`src/rtl/wb_master_if.sv`:
```
// Single-request Wishbone B4 classic master: CPU load/store -> bus cycle with lane steering,
// misalignment/ERR/timeout reporting. Define WB_RETRY_EN to add RTY_I handling (GAP state).
module wb_master_if #(
  parameter int DATA_W    = 32,
  parameter int ADDR_W    = 32,
  parameter int TIMEOUT   = 255,
  parameter int MAX_RETRY = 3
) (
  input  logic              CLK_I,
  input  logic              RST_I,
  input  logic              I_en,
  input  logic [2:0]        I_op,
  input  logic [ADDR_W-1:0] I_addr,
  input  logic [31:0]       I_data,
  output logic [31:0]       O_data,
  output logic              O_busy,
  output logic              O_done,
  output logic [1:0]        O_err,
  input  logic              ACK_I,
  input  logic              ERR_I,
  input  logic [DATA_W-1:0] DAT_I,
  output logic [ADDR_W-1:0] ADR_O,
  output logic [DATA_W-1:0] DAT_O,
  output logic [DATA_W/8-1:0] SEL_O,
  output logic              CYC_O,
  output logic              STB_O,
`ifdef WB_RETRY_EN
  input  logic              RTY_I,
`endif
  output logic              WE_O
);

  localparam int LANES = DATA_W / 8;
  localparam int OFS   = $clog2(LANES);
  localparam int CNT_W = (TIMEOUT > 0) ? $clog2(TIMEOUT + 1) : 1;
  localparam logic [CNT_W-1:0] CNT_LAST = (TIMEOUT > 0) ? CNT_W'(TIMEOUT - 1) : '0;
`ifdef WB_RETRY_EN
  localparam int RTY_W = (MAX_RETRY > 0) ? $clog2(MAX_RETRY + 1) : 1;
`endif

  localparam logic [2:0] BUSOP_READB  = 3'd0;
  localparam logic [2:0] BUSOP_READBU = 3'd1;
  localparam logic [2:0] BUSOP_READH  = 3'd2;
  localparam logic [2:0] BUSOP_READHU = 3'd3;
  localparam logic [2:0] BUSOP_READW  = 3'd4;
  localparam logic [2:0] BUSOP_WRITEB = 3'd5;
  localparam logic [2:0] BUSOP_WRITEH = 3'd6;
  localparam logic [2:0] BUSOP_WRITEW = 3'd7;

  typedef enum logic [1:0] {IDLE, BUS, GAP} state_t;

  state_t              state_q, state_d;
  logic [2:0]          op_q, op_d;
  logic [OFS-1:0]      off_q, off_d;
  logic [ADDR_W-1:0]   adr_q, adr_d;
  logic [DATA_W-1:0]   dat_q, dat_d;
  logic [LANES-1:0]    sel_q, sel_d;
  logic                we_q, we_d;
  logic                cyc_q, cyc_d;
  logic                done_q, done_d;
  logic [1:0]          err_q, err_d;
  logic [31:0]         data_q, data_d;
  logic [CNT_W-1:0]    cnt_q, cnt_d;
`ifdef WB_RETRY_EN
  logic [RTY_W-1:0]    rty_q, rty_d;
`endif

  // Request decode on the raw inputs (only meaningful in IDLE)
  logic                in_half, in_word, in_write, misaligned;
  logic [OFS-1:0]      in_off;
  logic [LANES-1:0]    base_sel;
  logic [DATA_W-1:0]   st_data;

  always_comb begin
    in_half    = (I_op == BUSOP_READH) || (I_op == BUSOP_READHU) || (I_op == BUSOP_WRITEH);
    in_word    = (I_op == BUSOP_READW) || (I_op == BUSOP_WRITEW);
    in_write   = (I_op == BUSOP_WRITEB) || (I_op == BUSOP_WRITEH) || (I_op == BUSOP_WRITEW);
    misaligned = (in_half && I_addr[0]) || (in_word && (I_addr[1:0] != 2'b00));
    in_off     = I_addr[OFS-1:0];
    base_sel   = LANES'(4'b0001);
    st_data    = DATA_W'(I_data[7:0]);
    if (in_word) begin
      base_sel = LANES'(4'b1111);
      st_data  = DATA_W'(I_data);
    end else if (in_half) begin
      base_sel = LANES'(4'b0011);
      st_data  = DATA_W'(I_data[15:0]);
    end
  end

  // Load path: shift the addressed lanes down, then trim and extend by op
  logic [DATA_W-1:0] rd_sh;
  logic [31:0]       rd_val;
  logic              rd_op;

  always_comb begin
    rd_sh  = DAT_I >> {off_q, 3'b000};
    rd_op  = (op_q <= BUSOP_READW);
    rd_val = rd_sh[31:0];
    case (op_q)
      BUSOP_READB:  rd_val = {{24{rd_sh[7]}}, rd_sh[7:0]};
      BUSOP_READBU: rd_val = {24'd0, rd_sh[7:0]};
      BUSOP_READH:  rd_val = {{16{rd_sh[15]}}, rd_sh[15:0]};
      BUSOP_READHU: rd_val = {16'd0, rd_sh[15:0]};
      default:      rd_val = rd_sh[31:0];
    endcase
  end

  logic       fin;
  logic [1:0] fin_err;

  always_comb begin
    state_d = state_q;
    op_d    = op_q;
    off_d   = off_q;
    adr_d   = adr_q;
    dat_d   = dat_q;
    sel_d   = sel_q;
    we_d    = we_q;
    cyc_d   = cyc_q;
    done_d  = 1'b0;
    err_d   = err_q;
    data_d  = data_q;
    cnt_d   = cnt_q;
`ifdef WB_RETRY_EN
    rty_d   = rty_q;
`endif
    fin     = 1'b0;
    fin_err = 2'b00;

    case (state_q)
      IDLE: begin
        if (I_en) begin
          if (misaligned) begin
            done_d = 1'b1;
            err_d  = 2'b01;
          end else begin
            state_d = BUS;
            op_d    = I_op;
            off_d   = in_off;
            adr_d   = {I_addr[ADDR_W-1:OFS], {OFS{1'b0}}};
            sel_d   = base_sel << in_off;
            dat_d   = in_write ? (st_data << {in_off, 3'b000}) : '0;
            we_d    = in_write;
            cyc_d   = 1'b1;
            cnt_d   = '0;
`ifdef WB_RETRY_EN
            rty_d   = '0;
`endif
          end
        end
      end
      BUS: begin
        if (ERR_I) begin
          fin     = 1'b1;
          fin_err = 2'b10;
          if (rd_op) data_d = 32'd0;
        end else if (ACK_I) begin
          fin     = 1'b1;
          fin_err = 2'b00;
          if (rd_op) data_d = rd_val;
`ifdef WB_RETRY_EN
        end else if (RTY_I) begin
          if (rty_q == RTY_W'(MAX_RETRY)) begin
            fin     = 1'b1;
            fin_err = 2'b11;
          end else begin
            rty_d   = rty_q + 1'b1;
            cyc_d   = 1'b0;
            state_d = GAP;
          end
`endif
        end else if ((TIMEOUT != 0) && (cnt_q == CNT_LAST)) begin
          fin     = 1'b1;
          fin_err = 2'b11;
        end else begin
          cnt_d = cnt_q + 1'b1;
        end
      end
      GAP: begin
        // Re-issue the held request with a fresh timeout window
        state_d = BUS;
        cyc_d   = 1'b1;
        cnt_d   = '0;
      end
      default: state_d = IDLE;
    endcase

    if (fin) begin
      state_d = IDLE;
      cyc_d   = 1'b0;
      we_d    = 1'b0;
      sel_d   = '0;
      dat_d   = '0;
      adr_d   = '0;
      done_d  = 1'b1;
      err_d   = fin_err;
    end
  end

  always_ff @(posedge CLK_I or posedge RST_I) begin
    if (RST_I) begin
      state_q <= IDLE;
      op_q    <= '0;
      off_q   <= '0;
      adr_q   <= '0;
      dat_q   <= '0;
      sel_q   <= '0;
      we_q    <= 1'b0;
      cyc_q   <= 1'b0;
      done_q  <= 1'b0;
      err_q   <= 2'b00;
      data_q  <= '0;
      cnt_q   <= '0;
`ifdef WB_RETRY_EN
      rty_q   <= '0;
`endif
    end else begin
      state_q <= state_d;
      op_q    <= op_d;
      off_q   <= off_d;
      adr_q   <= adr_d;
      dat_q   <= dat_d;
      sel_q   <= sel_d;
      we_q    <= we_d;
      cyc_q   <= cyc_d;
      done_q  <= done_d;
      err_q   <= err_d;
      data_q  <= data_d;
      cnt_q   <= cnt_d;
`ifdef WB_RETRY_EN
      rty_q   <= rty_d;
`endif
    end
  end

  assign O_data = data_q;
  assign O_busy = (state_q != IDLE);
  assign O_done = done_q;
  assign O_err  = err_q;
  assign ADR_O  = adr_q;
  assign DAT_O  = dat_q;
  assign SEL_O  = sel_q;
  assign CYC_O  = cyc_q;
  assign STB_O  = cyc_q;
  assign WE_O   = we_q;

endmodule

```
`config.mk`:
```
export PLATFORM = sky130hd
export DESIGN_NAME = wb_master_if
export DESIGN_NICKNAME = d
export VERILOG_FILES = /design/src/rtl/wb_master_if.sv
export SDC_FILE = /design/constraint.sdc
export NUM_CORES = 1
export LEC_CHECK = 0
export ABC_AREA = 1
export CORE_MARGIN = 2
export CORE_UTILIZATION = 50
export DETAILED_ROUTE_END_ITERATION = 7
export PLACE_DENSITY_LB_ADDON = 0.25
export REMOVE_ABC_BUFFERS = 1
export SLEW_MARGIN = 20
export SYNTH_ARGS = -nofsm -noshare
export SYNTH_HDL_FRONTEND = slang
export SYNTH_SLANG_ARGS = --single-unit
export TNS_END_PERCENT = 5
```
`constraint.sdc`:
```
create_clock -name CLK_I -period 5.6 [get_ports CLK_I]
set_input_delay 0.56 -clock CLK_I [delete_from_list [all_inputs] [get_ports CLK_I]]
set_output_delay 0.56 -clock CLK_I [all_outputs]
set_load 0.02 [all_outputs]
```
# == Word level (Yosys, flattened, before mapping) ==
# Cells that the tools add are included.
# word_totals
regBits,120
in_bits,104
output_inout_bits,107
word_cells,120
# classes
add_sub_neg,1
magnitude_cmp,1
eq_ne,21
n_shift,3
n_mux,56
bitwise_logic,1
reduce_logical,25
# ops
op,count
$mux 32,14
$pmux 32 s4,1
$mux 8,5
$shl 32x5->32,1
$shr 32x5->32,1
$mux 2,12
$pmux 8 s3,1
$mux 4,5
$reduce_and 3->1,6
$mux 16,1
$mux 1,15
$eq 3x2->1 const B,4
$eq 3x3->1 const B,4
$ne 2x2->1 const B,6
$reduce_bool 2->1,6
$add 8x1->8 const B,1
$eq 8x8->1 const B,1
$logic_or 1x1->1,6
$ne 3x3->1 const B,2
$pmux 2 s3,1
$reduce_and 6->1,1
$reduce_bool 3->1,2
$shl 4x2->4,1
$eq 3x1->1 const B,1
9 further kinds,10

# == Longest topological paths before layout ==
# logic_depth
word_depth,11
depth_mapped,10
mapped_depth_nobuf,9

# == Least setup slack after synthesis ==
# Ideal clock, no wire load.
# synth_path
path_type,input port to flip-flop
startpoint,input I_op[0]
endpoint,register adr_q[10] (netlist: ADR_O[10])
setup_time_ns,0.118
t_arrival_ns,1.431
required_ns,5.482
setup_slack_ns,4.051
path_stages,9
path_buffers,2
cell_sequence,inv_1 > nand2_1 > nand2_2 > nand2_2 > nand3_4 > buf_4 > buf_6 > nand3_1 > nand2_1
# synth_between
elab_chain_cells,7
elab_cells_between_ends,13
classes_between,eq/ne (6); reduce/logical (7)
# synth_lines
element,line,text
"start, declared",12,"input logic [2:0] I_op,"
$eq 3x2->1,75,in_half = (I_op == BUSOP_READH) || (I_op == BUSOP_READHU) || (I_op == BUSOP_WRITEH);
$logic_or 1x1->1 (2 in series),75,
$logic_and 1x1->1,78,misaligned = (in_half && I_addr[0]) || (in_word && (I_addr[1:0] != 2'b00));
$logic_or 1x1->1 *,78,
$ne 2x1->1 (no source line) *,n/a,
$reduce_and 3->1 (no source line) *,n/a,
"end signal, assigned",222,adr_q <= adr_d;
"end, declared",55,"logic [ADDR_W-1:0] adr_q, adr_d;"
# Mark *: on every way between the ends. The rest lies on a longest branch, timed or not.
# A chain may end at the register's enable or synchronous reset.

# == Final worst setup path ==
# layout_path
startpoint,input I_op[2]
endpoint,register cyc_q (netlist: CYC_O)
# layout_between
elab_chain_cells,7
elab_cells_between_ends,13
classes_between,eq/ne (6); reduce/logical (7)
# layout_lines
element,line,text
$eq 3x2->1,75,
$logic_or 1x1->1 (2 in series),75,
$logic_and 1x1->1,78,
$logic_or 1x1->1 *,78,
$ne 3x3->1 (no source line) *,n/a,
$reduce_and 3->1 (no source line) *,n/a,
"end signal, assigned",226,cyc_q <= cyc_d;
"end, declared",59,"logic cyc_q, cyc_d;"
# Marked as above.

==> reports/results.ini <==
[clock_network]
cts-root-buf = clkbuf_16
cts_sinks = 117
cts_tree = yes
cts_setup_buffers = 0
clock_path_buffers = 2
cts.clk_slew.worst_paths_ns = 0.05
clock_insertion_delay_worst_skew_ns = 0.41
cts_resized = 0
htree_levels = 4
hold_buffers = 0
cts_buffers = 17

[synthesis]
syn_avg_cell_area_sq_um = 7.395
syn_area_sq_mm = 0.006212
yosysSeqAreaShare_pct = 47.13
yosysWarnings = 0
synth_cell_type_count = 31
syn_inst = 840
ys_ff_latch = 117

[critical_path]
arrival_ns = 3.54
cp_cell_sequence = clkdlybuf4s50_1 > nand2_1 > nand2_1 > nand3_2 > nand3_4 > buf_4 > inv_2 > o21a_1
crit_slowest_cell = nand2_1
setup.worst_path.start_class = input pin
r2r-start = off_q[0]
crit_required_ns = 5.90
end_kind = flip-flop
critPathTopFamily = buffers and inverters
critPathBufInv = 3
startpoint = I_op[2]
cp_common_cell = nand2_1
slowest_delay_ns = 0.60
crit_type = in -> reg
cp_max_fo = 60

[routing]
wl_microns = 18390
dr.pass1.iters = 5
drt-initial-drc-count = 690
drc = 0
ant_nets = 0
vias = 6447
routedWlPerCell_microns = 15.41
viasPerCell = 5.404

[die]
die_w_microns = 115.5
io-pin-count = 211
die_y_microns = 115.5
initial_core_util_pct = 51.50
fp.coreArea_sq_mm = 0.01206
rows = 40
dieArea_sq_mm = 0.01333

[timing]
relSlewSlack_pct = 31.65
tightest_slew_ns = 1.019
rsz0062_at_grt = false
setup_viol = 0
max_freq_mhz = 308.1
period_minus_slack_ns = 3.245
setup_slack_ns = 2.355
clock-skew-final_ns = 0.01102
finalHoldViolCount = 0
slew_violations = 0
period_share_pct = 57.95
final.setup.tns_ns = 0

[final_layout]
drive_gt1_share_pct = 5.171
antennaDiodeCount = 0
n_fill_cell = 971
fin_nets = 1119
areaGrowthSynthToFinish_pct = 42.46
final_common_cell = nand2_1
final_cell_mix = nand2_1 (308), clkdlybuf4s50_1 (208), nand3_1 (162)

[global_route]
grt_max_degree = 71
grt_pass1_wl_microns = 29770
grt_pass1_vias = 6116
antenna_found_initial = 0
grt_overflow_total = 0
grtUsageTotal_pct = 28.33

[pwr]
peakVddDrop_mv = 0.2767
p_leak_nw = 4.292
power_density_mw_per_mm2 = 477.4

[place]
hpwlAfterDp_microns = 12150
io_buffers = 208
gp_congestion = 0.8587
pre_cts_slack_ns = 1.991

[hold_path]
hold_start = O_data[28]
hp-class = reg -> reg

[status]
status = complete, no violations

[run]
maxCapViolCount = 0

per-layer routing:
metal  track usage, %  part of all wire [%]
met1            37.77                    42
met2            45.65                    48
met3            7.165                   7.9
met4            9.157                   2.0
met5                0                     0
synth_stat cells:
cell	count	share of area, %
nand3b_1	3	0.36
o21a_1	1	0.12
buf_2	24	1.9
o21bai_1	1	0.12
conb_1	1	0.060
nand2_2	4	0.40
buf_4	7	0.85
xnor2_1	1	0.14
o211ai_1	7	0.85
or2_2	1	0.10
dfrtp_1	117	47
or2_1	1	0.10
xor2_1	3	0.42
a21oi_1	10	0.81
o21ai_1	7	0.56
nand4_1	20	2.0
clkbuf_1	25	1.5
inv_1	28	1.7
nor2_4	1	0.18
nand2_1	308	19
nand3_4	1	0.28
buf_6	3	0.54
ha_1	2	0.40
buf_1	2	0.12
o21ai_0	57	4.6
nand4_2	1	0.20
clkinv_1	2	0.12
nand3_2	3	0.48
inv_2	7	0.42
nand3_1	162	13
nor2_1	30	1.8
sequential cells by signal, indices dropped and copies added, names as in the netlist:
signal / flops
O_data: 32
off_q: 2
O_done: 1
SEL_O: 4
cnt_q: 8
ADR_O: 30
DAT_O: 32
WE_O: 1
O_err: 2
CYC_O: 1
state_q: 1
op_q: 3
cell type report:
| type | count | area (sq um) | share of cell area [%] |
|---|---|---|---|
| Sequential cell | 117 | 2928 | 33.08 |
| Multi-Input combinational cell | 626 | 2841 | 32.11 |
| Timing Repair Buffer | 214 | 2127 | 24.04 |
| Clock buffer | 23 | 478.0 | 5.401 |
| Tap cell | 168 | 210.2 | 2.375 |
| Inverter | 37 | 141.4 | 1.598 |
| Clock inverter | 8 | 123.9 | 1.400 |
where the power goes:
group / switching, W / total (W) / internal, W
combinational: 0.00108 / 0.00180 / 0.000725
sequential: 0.000218 / 0.00132 / 0.00110
clock: 0.000372 / 0.00110 / 0.000731
total: 0.00167 / 0.00422 / 0.00256
cells by family (layout without fill, tap and decap cells):
group	Yosys count	count (layout)	synth area share, %
flops	117	117	47.13
simple gates	535	535	37.60
xor+xnor	4	4	0.5641
buf+inv	98	282	7.191
other cells	1	2	0.06037
fa+ha+maj	2	2	0.4028
compound gates	83	83	7.049
worst paths after layout:
path                       depth (start not counted)          to  slack, ns
max reg2reg                                        7  O_data[18]       2.98
max                                                8       CYC_O       2.35
min reg2reg                                        2  O_data[28]       0.48
min                                                2  O_data[28]       0.48
max in group asynchronous                          3  O_data[19]       3.75
min in group asynchronous                          2  O_data[20]       0.69
per-stage QoR:
| step | hold slack (ns) | std cells | util (%) | total power (W) | instance area, sq um |
|---|---|---|---|---|---|
| detailed placement | 0.4672 | 1162 | 68.38 | 0.003112 | 8248 |
| floorplan | 0.4675 | 780 | - | 0.002284 | 5908 |
| CTS | 0.4808 | 1193 | 73.37 | 0.004235 | 8850 |
| global placement | 0.4637 | 1162 | 68.38 | 0.003090 | 8248 |
| global route | 0.5012 | 1193 | 73.37 | 0.004490 | 8850 |
| finish | 0.4789 | 1193 | 73.37 | 0.004224 | 8850 |
tightest hold or removal path, delay by kind of cell (launching register included):
family,cells,cell delay (ns)
and+or+nand+nor,2,0.10
DFF,1,0.34
Note: power is estimated with default switching activity, not from simulation.
